## config.mk

```make
export PLATFORM = sky130hd
export DESIGN_NAME = joy_dir_arbiter
export DESIGN_NICKNAME = d
export VERILOG_FILES = /design/src/rtl/joy_dir_arbiter.sv
export SDC_FILE = /design/constraint.sdc
export NUM_CORES = 1
export LEC_CHECK = 0
export CAP_MARGIN = 20
export CORE_AREA = 3 3 71 73
export DETAILED_ROUTE_END_ITERATION = 7
export DIE_AREA = 0 0 74 76
export PLACE_DENSITY_LB_ADDON = 0.08
export SYNTH_ARGS = -nofsm -noshare
export SYNTH_HDL_FRONTEND = slang
export SYNTH_HIERARCHICAL = 1
export SYNTH_SLANG_ARGS = --single-unit
```

## constraint.sdc

```tcl
create_clock -name clk -period 3.4 [get_ports clk]
set_clock_uncertainty 0.2 [all_clocks]
set_input_delay 0.68 -clock clk [delete_from_list [all_inputs] [get_ports clk]]
set_output_delay 0.68 -clock clk [all_outputs]
set_load 0.03 [all_outputs]
```

## src/rtl/joy_dir_arbiter.sv

```systemverilog
// joy_dir_arbiter: per-player direction conditioner.
// Each player channel debounces its four direction bits, then applies one of
// four arbitration modes (pass, last-pressed-wins, first-pressed-holds,
// opposite-cancel). Player channels share nothing except the clock, the reset
// and the debounce tick.

module joy_dir_player #(
  parameter int DB_CNT = 0,
  parameter int DB_W   = 4
) (
  input  logic       clk,
  input  logic       RESET_N,
  input  logic       ce_db,
  input  logic [3:0] i_dir,
  input  logic [1:0] i_mode,
  output logic [3:0] o_dir,
  output logic       o_chg
);
  typedef enum logic [1:0] {M_PASS = 2'd0, M_LAST = 2'd1, M_FIRST = 2'd2, M_CANCEL = 2'd3} mode_e;

  localparam logic [DB_W-1:0] LP_DB = DB_W'(DB_CNT);

  logic [3:0]           r_db, r_prev, r_mask, r_sel, r_out;
  logic [1:0]           r_mode_q;
  logic                 r_chg;
  logic [3:0][DB_W-1:0] r_cnt;

  mode_e      w_mode;
  logic       w_mchg;
  logic [3:0] w_new, w_mask_cur, w_sel_cur, w_mask_nxt, w_sel_nxt, w_out_nxt;

  // Highest-index set bit as a one-hot nibble (up > down > left > right); 0 if none.
  function automatic logic [3:0] f_hi(input logic [3:0] x);
    if (x[3])      return 4'b1000;
    else if (x[2]) return 4'b0100;
    else if (x[1]) return 4'b0010;
    else if (x[0]) return 4'b0001;
    else           return 4'b0000;
  endfunction

  // Per-bit debounce: a raw level must differ from db for DB_CNT ticks to be taken.
  always_ff @(posedge clk or negedge RESET_N) begin
    if (!RESET_N) begin
      r_db  <= '0;
      r_cnt <= '0;
    end else begin
      for (int b = 0; b < 4; b++) begin
        if (DB_CNT == 0) begin
          r_db[b]  <= i_dir[b];
          r_cnt[b] <= '0;
        end else if (i_dir[b] == r_db[b]) begin
          r_cnt[b] <= '0;
        end else if (ce_db) begin
          if (r_cnt[b] + DB_W'(1) == LP_DB) begin
            r_db[b]  <= i_dir[b];
            r_cnt[b] <= '0;
          end else begin
            r_cnt[b] <= r_cnt[b] + DB_W'(1);
          end
        end
      end
    end
  end

  // A mode switch computes this cycle from cleared mask/sel, in the new mode.
  assign w_mode     = mode_e'(i_mode);
  assign w_mchg     = (i_mode != r_mode_q);
  assign w_mask_cur = w_mchg ? 4'b1111 : r_mask;
  assign w_sel_cur  = w_mchg ? 4'b0000 : r_sel;
  assign w_new      = r_db & ~r_prev;

  // Arbitration: next mask/sel and the next output nibble.
  always_comb begin
    w_mask_nxt = w_mask_cur;
    if (w_new != 4'b0000) w_mask_nxt = f_hi(w_new);
    // Masked bit gone (or nothing held): reopen so every held bit passes.
    if (r_db == 4'b0000 || (r_db & w_mask_nxt) == 4'b0000) w_mask_nxt = 4'b1111;

    // sel is a one-hot nibble, 0 = none; reselect when the held bit drops.
    w_sel_nxt = w_sel_cur;
    if ((r_db & w_sel_cur) == 4'b0000) w_sel_nxt = f_hi(r_db);

    w_out_nxt = r_db;
    case (w_mode)
      M_PASS:  w_out_nxt = r_db;
      M_LAST:  w_out_nxt = r_db & w_mask_nxt;
      M_FIRST: w_out_nxt = w_sel_nxt;
      default: begin
        if (r_db[3] && r_db[2]) w_out_nxt[3:2] = 2'b00;
        if (r_db[1] && r_db[0]) w_out_nxt[1:0] = 2'b00;
      end
    endcase
  end

  // Arbitration state, registered output and change pulse.
  always_ff @(posedge clk or negedge RESET_N) begin
    if (!RESET_N) begin
      r_prev   <= '0;
      r_mask   <= 4'b1111;
      r_sel    <= '0;
      r_mode_q <= '0;
      r_out    <= '0;
      r_chg    <= 1'b0;
    end else begin
      r_prev   <= r_db;
      r_mask   <= (w_mode == M_LAST)  ? w_mask_nxt : 4'b1111;
      r_sel    <= (w_mode == M_FIRST) ? w_sel_nxt  : 4'b0000;
      r_mode_q <= i_mode;
      r_out    <= w_out_nxt;
      r_chg    <= (w_out_nxt != r_out);
    end
  end

  assign o_dir = r_out;
  assign o_chg = r_chg;
endmodule

module joy_dir_arbiter #(
  parameter int NPLAYERS = 2,
  parameter int DB_CNT   = 0,
  parameter int DB_W     = 4
) (
  input  logic                  clk,
  input  logic                  RESET_N,
  input  logic                  ce_db,
  input  logic [4*NPLAYERS-1:0] indir,
  input  logic [2*NPLAYERS-1:0] mode,
  output logic [4*NPLAYERS-1:0] outdir,
  output logic [NPLAYERS-1:0]   chg
);
  // One independent channel per player.
  for (genvar p = 0; p < NPLAYERS; p++) begin : g_pl
    joy_dir_player #(.DB_CNT(DB_CNT), .DB_W(DB_W)) u_pl (
      .clk    (clk),
      .RESET_N(RESET_N),
      .ce_db  (ce_db),
      .i_dir  (indir[4*p +: 4]),
      .i_mode (mode[2*p +: 2]),
      .o_dir  (outdir[4*p +: 4]),
      .o_chg  (chg[p])
    );
  end
endmodule

```

# == Word-level counts from Yosys, hierarchy flattened ==
# Index checks and enable logic that the tools add are counted.
# word_totals
romBits,0
latch_bits,0
output_inout_bits,10
register_bits,46
elab_cells,84
ramBits,0
n_memories,0
# classes
order_cmp,0
eq_ne,8
div_mod_pow,0
bitwise,10
shifts,0
multipliers,0
n_mux,36
reduce_logical,16
addsub,0
# op_table
cell,n
$mux 4,26
$and 4x4->4,8
$logic_not 4->1,6
$pmux 4 s3,2
$mux 2,4
$ne 4x4->1,2
$not 4->4,2
$reduce_bool 4->1,2
$eq 2x1->1 const B,2
$eq 2x2->1 const B,2
$logic_and 1x1->1,4
$logic_not 2->1,2
$mux 1,4
$ne 2x2->1,2
$logic_or 1x1->1,2

# == Logic depth before layout (Yosys ltp) ==
# Gate-level depths: netlist (run 1).
# depth
depth_word,14
ltp_mapped,8
mapped_depth_nobuf,7

# == Modules after synthesis ==
# The synthesis (run 1) kept the hierarchy.
# by_module_without_submodules
module,n_inst,cells_each,area_each_um2
joy_dir_player,2,131,1238.7

# == Worst setup path after synthesis (run 1) ==
# No wires, ideal clock.
# synth_timing
path_kind,input to register
startpoint,in mode[1]
endpoint,reg g_pl[0].u_pl.r_chg
setup_ns,0.139
path_buffers,0
t_arrival_ns,2.639
setup_slack_ns,0.422
cell_stages,7
cell_sequence,xor2_2 a211oi_2 mux2i_1 nor2_1 a2111o_1 a2111oi_0 or4b_1
# synth_via
elab_chain_len,10
elab_cells_between_ends,17
# synth_rtl
item,line,source
from (decl),127,"input logic [2*NPLAYERS-1:0] mode,"
$ne 2x2->1,67,assign w_mchg = (i_mode != r_mode_q);
$mux 4,68,assign w_mask_cur = w_mchg ? 4'b1111 : r_mask;
$mux 4,75,if (w_new != 4'b0000) w_mask_nxt = f_hi(w_new);
$and 4x4->4,77,if (r_db == 4'b0000 || (r_db & w_mask_nxt) == 4'b0000) w_mask_nxt = 4'b1111;
$logic_not 4->1,77,
$logic_or 1x1->1,77,
$mux 4,77,
$and 4x4->4,86,M_LAST: w_out_nxt = r_db & w_mask_nxt;
$pmux 4 s3 *,84,case (w_mode)
$ne 4x4->1 *,110,r_chg <= (w_out_nxt != r_out);
to (signal assigned),110,
to (decl),25,logic r_chg;
# Every way passes the cells marked *; elsewhere a longest branch is shown, timed or not.

# == Worst setup path in the final report (run 1) ==
# layout_timing
startpoint,in mode[3]
endpoint,reg g_pl[1].u_pl.r_chg
# layout_via
elab_chain_len,10
elab_cells_between_ends,17
# layout_rtl
item,line
$ne 2x2->1,67
$mux 4,68
$mux 4,75
$and 4x4->4,77
$logic_not 4->1,77
$logic_or 1x1->1,77
$mux 4,77
$and 4x4->4,86
$pmux 4 s3 *,84
$ne 4x4->1 *,110
to (signal assigned),110
to (decl),25
# Marks and branches as above.

==> qor.yml, run 1 <==
status:
  run_status: "complete, no violations"
placement:
  gp_congestion: 0.924
  dpl-instance-area_um2: 3050
  portBuffers: 23
  dpl.hpwl_um: 4460
sta:
  min_period_over_period_pct: 97.2
  fin_crit_ns: 3.31
  holdWs_ns: 0.346
  max_slew_margin_pct: 33.0
  setup_violations: 0
  rsz0062_at_grt: "no"
  worst_slew_pin_slew_ns: 1.01
  hold_viol: 0
  drv_slew: 0
  max_clock_freq_ghz: 0.303
hold_path:
  hold_path_class: "in2async"
synthesis:
  yosys-top-cells-area: "dfrtp_1 (38%), dfstp_2 (8.5%), nand2_1 (6.1%)"
  synthFlopType: "dfrtp_1"
  synth-seq-cells: 46
  yosysUniqueCellTypes: 40
  synth_fp_nets: 277
  synth_edf_count: 0
  synth_area_um2: 2480
  postSynthCellCount: 262
  synth_top_area_share_pct: 38.4
  async_flop_share_pct: 100
  yosysSeqAreaShare_pct: 46.9
  yosysWarnings: 6
  synth.avg_cell_area_um2: 9.46
  synth_area_leader_cell: "dfrtp_1"
drt:
  vias: 2198
  antenna_left: 0
  wire_per_inst_um: 15.6
  first_pass_iters: 4
  wirelength_um: 5920
  dr.first_iter.drc_count: 129
  drc: 0
  viasPerCell: 5.80
flow_run:
  maxCapViolations: 0
grt:
  grt_max_degree: 47
  grt_pass1_vias: 2109
  grt_pass1_wl_um: 10000
  antenna_found_initial: 0
  grt_overflow: 0
  grt_use_total_pct: 22.9
pwr:
  p_sw_share_pct: 28.7
  p_int_uw: 934
  power_switching_uw: 376
  comb_power_share_pct: 22.2
  powerDensity_nw_per_um2: 412
  leakagePower_nw: 1.38
  vdd_ir_drop_max_mv: 0.281
  pwr-share-clk_pct: 30.9
  seq_power_share_pct: 46.9
worst_setup_path:
  worst-r2r-cell-count: 7
  critPathLaunchType: "input pin"
  cp-end-kind: "register"
  crit_required_ns: 3.38
  crit_path_max_fanout: 6
  cp_data_arrival_time_ns: 3.28
  crit_type: "in2reg"
clock_tree:
  ctsHtreeMaxLevel: 2
  clk_latency_ns: 0.30
  cts_tree: "done"
  cts_hold_buffers: 0
  cts_setup_buffers: 0
  path_clk_slew_ns: 0.09
  cts_buffer_depth: 2
  root_buffer: "clkbuf_8"
  clock_sinks: 46
  cts_made_buffers: 5
final_layout:
  n_antenna_cell: 0
  mostFrequentLayoutCells: "nand2_1 (40), buf_4 (40), dfrtp_1 (38)"
  fin_util_pct: 72.1
  fin_area_um2: 3180
  drive_above_1_share_pct: 21.4
  area_growth_pct: 28.4
  nFillCells: 337
  fin_nets: 341
floorplan:
  ios: 25
  rows: 24
  die-area_um2: 5620
  die_y_um: 76
  die_x_um: 74
  core_um2: 4410
  start_util_pct: 56.1
## kinds of logic (layout without fill, tap and decap cells)
logic type                after synthesis  count (layout)  synth area share (%)
AOI/OAI and AO/OA                      66              66                  18.9
xor gates and xnor gates                4               4                  2.63
buffers and inverters                  20              85                  3.03
DFF                                    46              46                  46.9
muxes                                  12              12                  4.95
and+or+nand+nor                       114             114                  23.6
## path summary, 6_finish.rpt
check / to / slack [ns] / startpoint
setup / recovery: g_pl[1].u_pl/o_chg$_DFF_PN0_ / 0.09 / mode[3]
hold / removal: g_pl[1].u_pl/r_prev[3]$_DFF_PN0_ / 0.35 / RESET_N
setup reg to reg: g_pl[0].u_pl/o_chg$_DFF_PN0_ / 0.50 / g_pl[0].u_pl/r_db[1]$_DFF_PN0_
hold reg to reg: g_pl[0].u_pl/r_prev[3]$_DFF_PN0_ / 0.36 / g_pl[0].u_pl/r_db[3]$_DFF_PN0_
max in group asynchronous: g_pl[0].u_pl/r_prev[3]$_DFF_PN0_ / 2.03 / RESET_N
min in group clk: g_pl[0].u_pl/r_prev[3]$_DFF_PN0_ / 0.36 / g_pl[0].u_pl/r_db[3]$_DFF_PN0_
## layer usage
layer	track usage [%]	wire, um	vias to the layer above	share of wire (%)
li1	-	-	1080	-
met1	37.5	3130	1058	53
met2	30.2	2450	53	41
met3	5.15	293	7	4.9
met4	5.43	52	0	0.88
met5	0	0	-	0
## flip-flops by register name, summed over array words and instances (netlist names)
name	cells
g_pl.u_pl/o_dir	8
g_pl.u_pl/o_chg	2
g_pl.u_pl/r_prev	8
g_pl.u_pl/r_mode_q	4
g_pl.u_pl/r_sel	8
g_pl.u_pl/r_mask	8
g_pl.u_pl/r_db	8
## through the flow
| stage | instances | setup TNS [ns] | power (mW) | setup WS [ns] |
|---|---|---|---|---|
| 2_1_floorplan | 262 | 0 | 0.769 | 0.422 |
| 3_3_place_gp | 371 | -0.376 | 0.901 | -0.210 |
| 3_5_place_dp | 371 | -0.422 | 0.905 | -0.254 |
| 4_1_cts | 379 | 0 | 1.31 | 0.0336 |
| 5_1_grt | 379 | 0 | 1.37 | 0.00968 |
| 6_report | 379 | 0 | 1.31 | 0.0944 |
## power by group through the flow
stage               Sequential, mW  Clock (mW)  Combinational [mW]
global route                 0.620       0.437               0.315
finish                       0.614       0.405               0.291
floorplan                    0.632           0               0.138
CTS                          0.614       0.410               0.283
detailed placement           0.623           0               0.282
global placement             0.623           0               0.278
## synthesized netlist by cell type, types with 6 or more instances
library cell	n
a21oi_1	10
clkbuf_1	6
dfrtp_1	38
dfstp_2	8
inv_1	14
mux2i_1	10
nand2_1	40
nand2b_1	16
nor2_1	12
nor2b_1	8
nor3_1	12
o21ai_0	8
o22ai_1	8
o31ai_1	6
## cell type report
type	instances	area, um2	area share (%)
inverters	14	52.6	1.65
clock inverters	3	40.0	1.26
clock buffers	5	68.8	2.16
repair buffers	63	528	16.6
multi-input cells	196	1270	39.8
flip-flops and latches	46	1160	36.5
well taps	52	65.1	2.04
## repair_timing
item                                    in CTS  in global routing
gates resized for setup                      0                  7
endpoints found under the setup margin       0                  1
endpoints found under the hold margin        0                  0
## critical path, stage by stage
cell and delay (ns):
clkdlybuf4s50_1 0.46, xor2_2 0.24, or2_1 0.27, o31ai_1 0.29, buf_4 0.19, nor3_1 0.05, a2111o_1 0.29, a2111oi_0 0.32
or4b_1 0.47
(Power assumes the default switching activity.)
==> run 2, diff against run 1 <==
- CELL_PAD_IN_SITES_DETAIL_PLACEMENT: default -> 0
- CELL_PAD_IN_SITES_GLOBAL_PLACEMENT: default -> 1
- CORE_AREA: 3 3 71 73 -> 3 3 77 79
- DIE_AREA: 0 0 74 76 -> 0 0 80 82
- REMOVE_ABC_BUFFERS: default -> 1
- clock period: 3.4 -> 4.1 ns (I/O delays scaled with it)
==> run 2 against run 1 <==
Via count decreased by 5.9%. Critical path depth unchanged. Clock-buffer cell count increased by 2. Final area decreased by 5.6%. Cell count decreased by 1.6%. Non-clock buffer count decreased by 26. Core utilization decreased by 17 points. Setup slack improved by 0.39 ns. First-iteration DRC count increased by 12%. Combinational power decreased by 28%. Hold slack got worse by 0.074 ns. Highest routed layer unchanged.
==> qor.yml, run 2 (synthesis results as in run 1) <==
status:
  run_status: "complete, no violations"
worst_setup_path:
  cp_slowest_cell: "or4b_1"
  crit_path_max_incr_delay_ns: 0.49
  crit_required_ns: 4.08
  crit_type: "in2reg"
  reg2reg_from: "g_pl[0].u_pl/r_db[1]$_DFF_PN0_"
  critPathLaunch: "mode[1]"
  critPathLaunchType: "input pin"
  cp_data_arrival_time_ns: 3.59
  crit_path_cell_trace: "clkdlybuf4s50_1 -> xor2_2 -> a211oi_2 -> buf_4 -> mux2i_1 -> mux2_2 -> o31ai_1 -> a2111oi_0 -> or4b_1"
  crit_path_max_fanout: 8
  cp-end-kind: "register"
drt:
  drc: 0
  first_pass_iters: 4
  wirelength_um: 5840
  vias: 2069
  dr.first_iter.drc_count: 145
  wire_per_inst_um: 15.6
  antenna_left: 0
  viasPerCell: 5.55
pwr:
  vdd_ir_drop_max_mv: 0.225
  leakagePower_nw: 1.25
  powerDensity_nw_per_um2: 358
clock_tree:
  cts_tree: "done"
  path_clk_slew_ns: 0.09
  cts_hold_buffers: 0
  cts.repair.resized: 0
  clk_latency_ns: 0.31
  cts_setup_buffers: 0
  clock_sinks: 46
  cts_buffer_depth: 2
  ctsHtreeMaxLevel: 2
  cts_made_buffers: 5
  root_buffer: "clkbuf_8"
final_layout:
  n_antenna_cell: 0
  fin_nets: 315
  area_growth_pct: 21.3
  fin_util_pct: 55.6
  final_common_cell: "nand2_1"
  mostFrequentLayoutCells: "nand2_1 (40), dfrtp_1 (38), clkdlybuf4s50_1 (22)"
  drive_above_1_share_pct: 12.6
hold_path:
  hold_path_class: "in2async"
placement:
  dpl.hpwl_um: 4240
  portBuffers: 23
  gp_congestion: 0.792
floorplan:
  die-area_um2: 6560
  ios: 25
  die_x_um: 80
  die_y_um: 82
  rows: 27
  start_util_pct: 45.8
  core_um2: 5410
sta:
  finalSetupTns_ns: 0
  drv_slew: 0
  hold_viol: 0
  max_clock_freq_ghz: 0.277
  min_period_over_period_pct: 88.2
  setup_violations: 0
  rsz0062_at_grt: "no"
  fin_crit_ns: 3.61
  worst_slew_pin_slew_ns: 0.553
  max_slew_margin_pct: 62.9
grt:
  grt_max_degree: 47
  grt_use_total_pct: 19.8
  grt_pass1_vias: 1916
  grt_overflow: 0
  grt_pass1_wl_um: 9840
  antenna_found_initial: 0
flow_run:
  maxCapViolations: 0
[run 2: changes by cell type in the layout (fill, tap and decap cells not counted), sizes merged]
cell           previous run  this run
clkdlybuf4s50            21        22
clkbuf                    5         7
clkinv                    2         0
dlymetal6s2s              1         0
buf                      41        15
[run 2: path summary, 6_finish.rpt]
| path | end | slack [ns] | depth (start not counted) |
|---|---|---|---|
| max | g_pl[0].u_pl/o_chg$_DFF_PN0_ | 0.49 | 9 |
| min | g_pl[0].u_pl/r_sel[0]$_DFF_PN0_ | 0.27 | 1 |
| max reg2reg | g_pl[0].u_pl/o_chg$_DFF_PN0_ | 0.95 | 8 |
| min reg2reg | g_pl[1].u_pl/r_prev[0]$_DFF_PN0_ | 0.33 | 0 |
| max in group asynchronous | g_pl[1].u_pl/r_mask[3]$_DFF_PN1_ | 2.85 | 2 |
| min in group clk | g_pl[1].u_pl/r_prev[0]$_DFF_PN0_ | 0.33 | 0 |
[run 2: power breakdown]
part / total [mW] / switching (mW) / internal (mW)
Combinational: 0.209 / 0.119 / 0.0903
Clock: 0.357 / 0.159 / 0.199
Sequential: 0.509 / 0.0273 / 0.481
[run 2: critical path: cells and delay by family]
family                 cells  cell delay (ns)
AO/OA/AOI/OAI              3             0.80
XOR/XNOR                   1             0.26
buffers and inverters      2             0.64
multiplexers               2             0.58
AND/OR/NAND/NOR            1             0.49
[run 2: per-layer routing]
layer	track usage [%]	wire length (um)
met5	0	0
met3	4.71	415
met1	33.4	3120
met4	5.07	63
met2	24.2	2240
[run 2: final cells by class]
class	instances	area, um2
fillers	505	2400
multi-input cells	196	1240
flip-flops and latches	46	1160
repair buffers	37	343
well taps	72	90.1
clock buffers	7	86.3
inverters	14	52.6
clock inverters	1	30.0
[run 2: through the flow]
stage	setup slack (ns)	cell area (um2)	power (mW)	hold slack (ns)	cells
after global routing	0.323	3000	1.13	0.284	373
after global placement	0.225	2870	0.723	0.334	364
after detailed placement	0.235	2870	0.723	0.323	364
after CTS	0.567	2980	1.08	0.338	372
final	0.485	3000	1.08	0.272	373
after floorplan	0.982	2450	0.636	0.251	256
==> run 3, diff against run 2 <==
- RECOVER_POWER: default -> 50
==> run 3 against run 2 <==
Hold slack better by 0.074 ns. Clock-buffer cell count unchanged. Via count fell by 0.53%. Sequential power is essentially flat. Total power shrank 0.32%. Flip-flop and latch count is the same. Register-to-register slack barely moved. Critical endpoint unchanged. Sequential share of layout area increased by 0.23 points. Core utilization decreased by 0.32 points. Critical path depth did not move. Routed wire length down 0.14%. Clock power is essentially flat.
==> qor.yml, run 3 (synthesis results as in run 1) <==
placement:
  gp_congestion: 0.792
  dpl.hpwl_um: 4240
  portBuffers: 23
grt:
  grt_overflow: 0
  antenna_found_initial: 0
  grt_max_degree: 47
  grt_pass1_wl_um: 9840
  grt_use_total_pct: 19.8
  grt_pass1_vias: 1916
clock_tree:
  cts.repair.resized: 0
  clock_sinks: 46
  cts_tree: "done"
  ctsHtreeMaxLevel: 2
  cts_setup_buffers: 0
  cts_made_buffers: 5
  clk_latency_ns: 0.31
  root_buffer: "clkbuf_8"
  cts_hold_buffers: 0
  path_clk_slew_ns: 0.09
  cts_buffer_depth: 2
pwr:
  totalPowerFinal_mw: 1.07
  powerDensity_nw_per_um2: 359
  leakagePower_nw: 1.24
  vdd_ir_drop_max_mv: 0.224
drt:
  dr.first_iter.drc_count: 138
  viasPerCell: 5.52
  vias: 2058
  wirelength_um: 5830
  antenna_left: 0
  wire_per_inst_um: 15.6
  drc: 0
  first_pass_iters: 4
floorplan:
  die-area_um2: 6560
  start_util_pct: 45.8
  core_um2: 5410
  ios: 25
  die_y_um: 82
  rows: 27
  die_x_um: 80
final_layout:
  fin_nets: 315
  drive_above_1_share_pct: 12.0
  area_growth_pct: 20.6
  fin_util_pct: 55.3
  n_antenna_cell: 0
  mostFrequentLayoutCells: "nand2_1 (40), dfrtp_1 (38), nand2b_1 (16)"
  final_common_cell: "nand2_1"
worst_setup_path:
  worst-r2r-cell-count: 8
  crit_path_max_fanout: 8
  critPathLaunchType: "input pin"
  regToRegSetupSlack_ns: 0.95
  reg2reg_from: "g_pl[0].u_pl/r_db[1]$_DFF_PN0_"
  crit_required_ns: 4.08
  cp_data_arrival_time_ns: 3.59
  crit_type: "in2reg"
  r2r-end: "g_pl[0].u_pl/o_chg$_DFF_PN0_"
  cp-end-kind: "register"
hold_path:
  hold_path_class: "reg2reg"
  min_to: "g_pl[1].u_pl/r_prev[0]$_DFF_PN0_"
  min_path_cells: 0
  min_from: "g_pl[1].u_pl/r_db[0]$_DFF_PN0_"
flow_run:
  maxCapViolations: 0
sta:
  worst_slew_pin_slew_ns: 1.40
  setup_violations: 0
  finalSetupTns_ns: 0
  max_slew_margin_pct: 6.82
  fin_crit_ns: 3.62
  hold_viol: 0
  holdWs_ns: 0.346
  max_clock_freq_ghz: 0.277
  min_period_over_period_pct: 88.2
  rsz0062_at_grt: "no"
  drv_slew: 0
status:
  run_status: "complete, no violations"
[run 3: layer usage]
layer	part of all wire (%)	vias up	wire length, um	GRT usage (%)
met1	54	985	3170	33.4
li1	-	1016	-	-
met4	1.1	0	63	5.07
met3	6.0	7	350	4.71
met2	38	50	2240	24.2
met5	0	-	0	0
[run 3: cell type report]
type                            instances  area [um2]
Timing Repair Buffer                   37         325
Tap cell                               72        90.1
Sequential cell                        46        1160
Inverter                               14        52.6
Clock buffer                            7        86.3
Clock inverter                          1        30.0
Multi-Input combinational cell        196        1240
Fill cell                             508        2420
[run 3: through the flow]
step | cell area [um2] | worst slack, ns | std cells
2_1_floorplan | 2450 | 0.982 | 256
6_report | 2990 | 0.485 | 373
3_5_place_dp | 2870 | 0.235 | 364
4_1_cts | 2980 | 0.567 | 372
3_3_place_gp | 2870 | 0.225 | 364
5_1_grt | 2990 | 0.323 | 373
[run 3: worst max-delay path by stage]
stage | slack (ns) | depth (start not counted) | end | start
after floorplan | 0.98 | 7 | g_pl[0].u_pl/o_chg$_DFF_PN0_ | mode[1]
after global placement | 0.23 | 8 | g_pl[0].u_pl/o_chg$_DFF_PN0_ | mode[1]
after detailed placement | 0.23 | 8 | g_pl[0].u_pl/o_chg$_DFF_PN0_ | mode[1]
after CTS | 0.57 | 8 | g_pl[0].u_pl/o_chg$_DFF_PN0_ | mode[1]
after global routing | 0.32 | 8 | g_pl[1].u_pl/o_chg$_DFF_PN0_ | mode[3]
final | 0.48 | 9 | g_pl[0].u_pl/o_chg$_DFF_PN0_ | mode[1]
[run 3: where the power goes]
| part | internal, mW | total, mW | switching (mW) |
|---|---|---|---|
| Combinational | 0.0869 | 0.206 | 0.119 |
| Sequential | 0.481 | 0.509 | 0.0273 |
| Clock | 0.199 | 0.357 | 0.158 |
| Total | 0.767 | 1.07 | 0.305 |
[run 3: critical path, stage by stage]
cell	delay, ns
clkdlybuf4s50_1	0.46
xor2_2	0.26
a211oi_2	0.31
buf_4	0.18
mux2i_1	0.36
mux2_2	0.23
o31ai_1	0.06
a2111oi_0	0.43
or4b_1	0.49
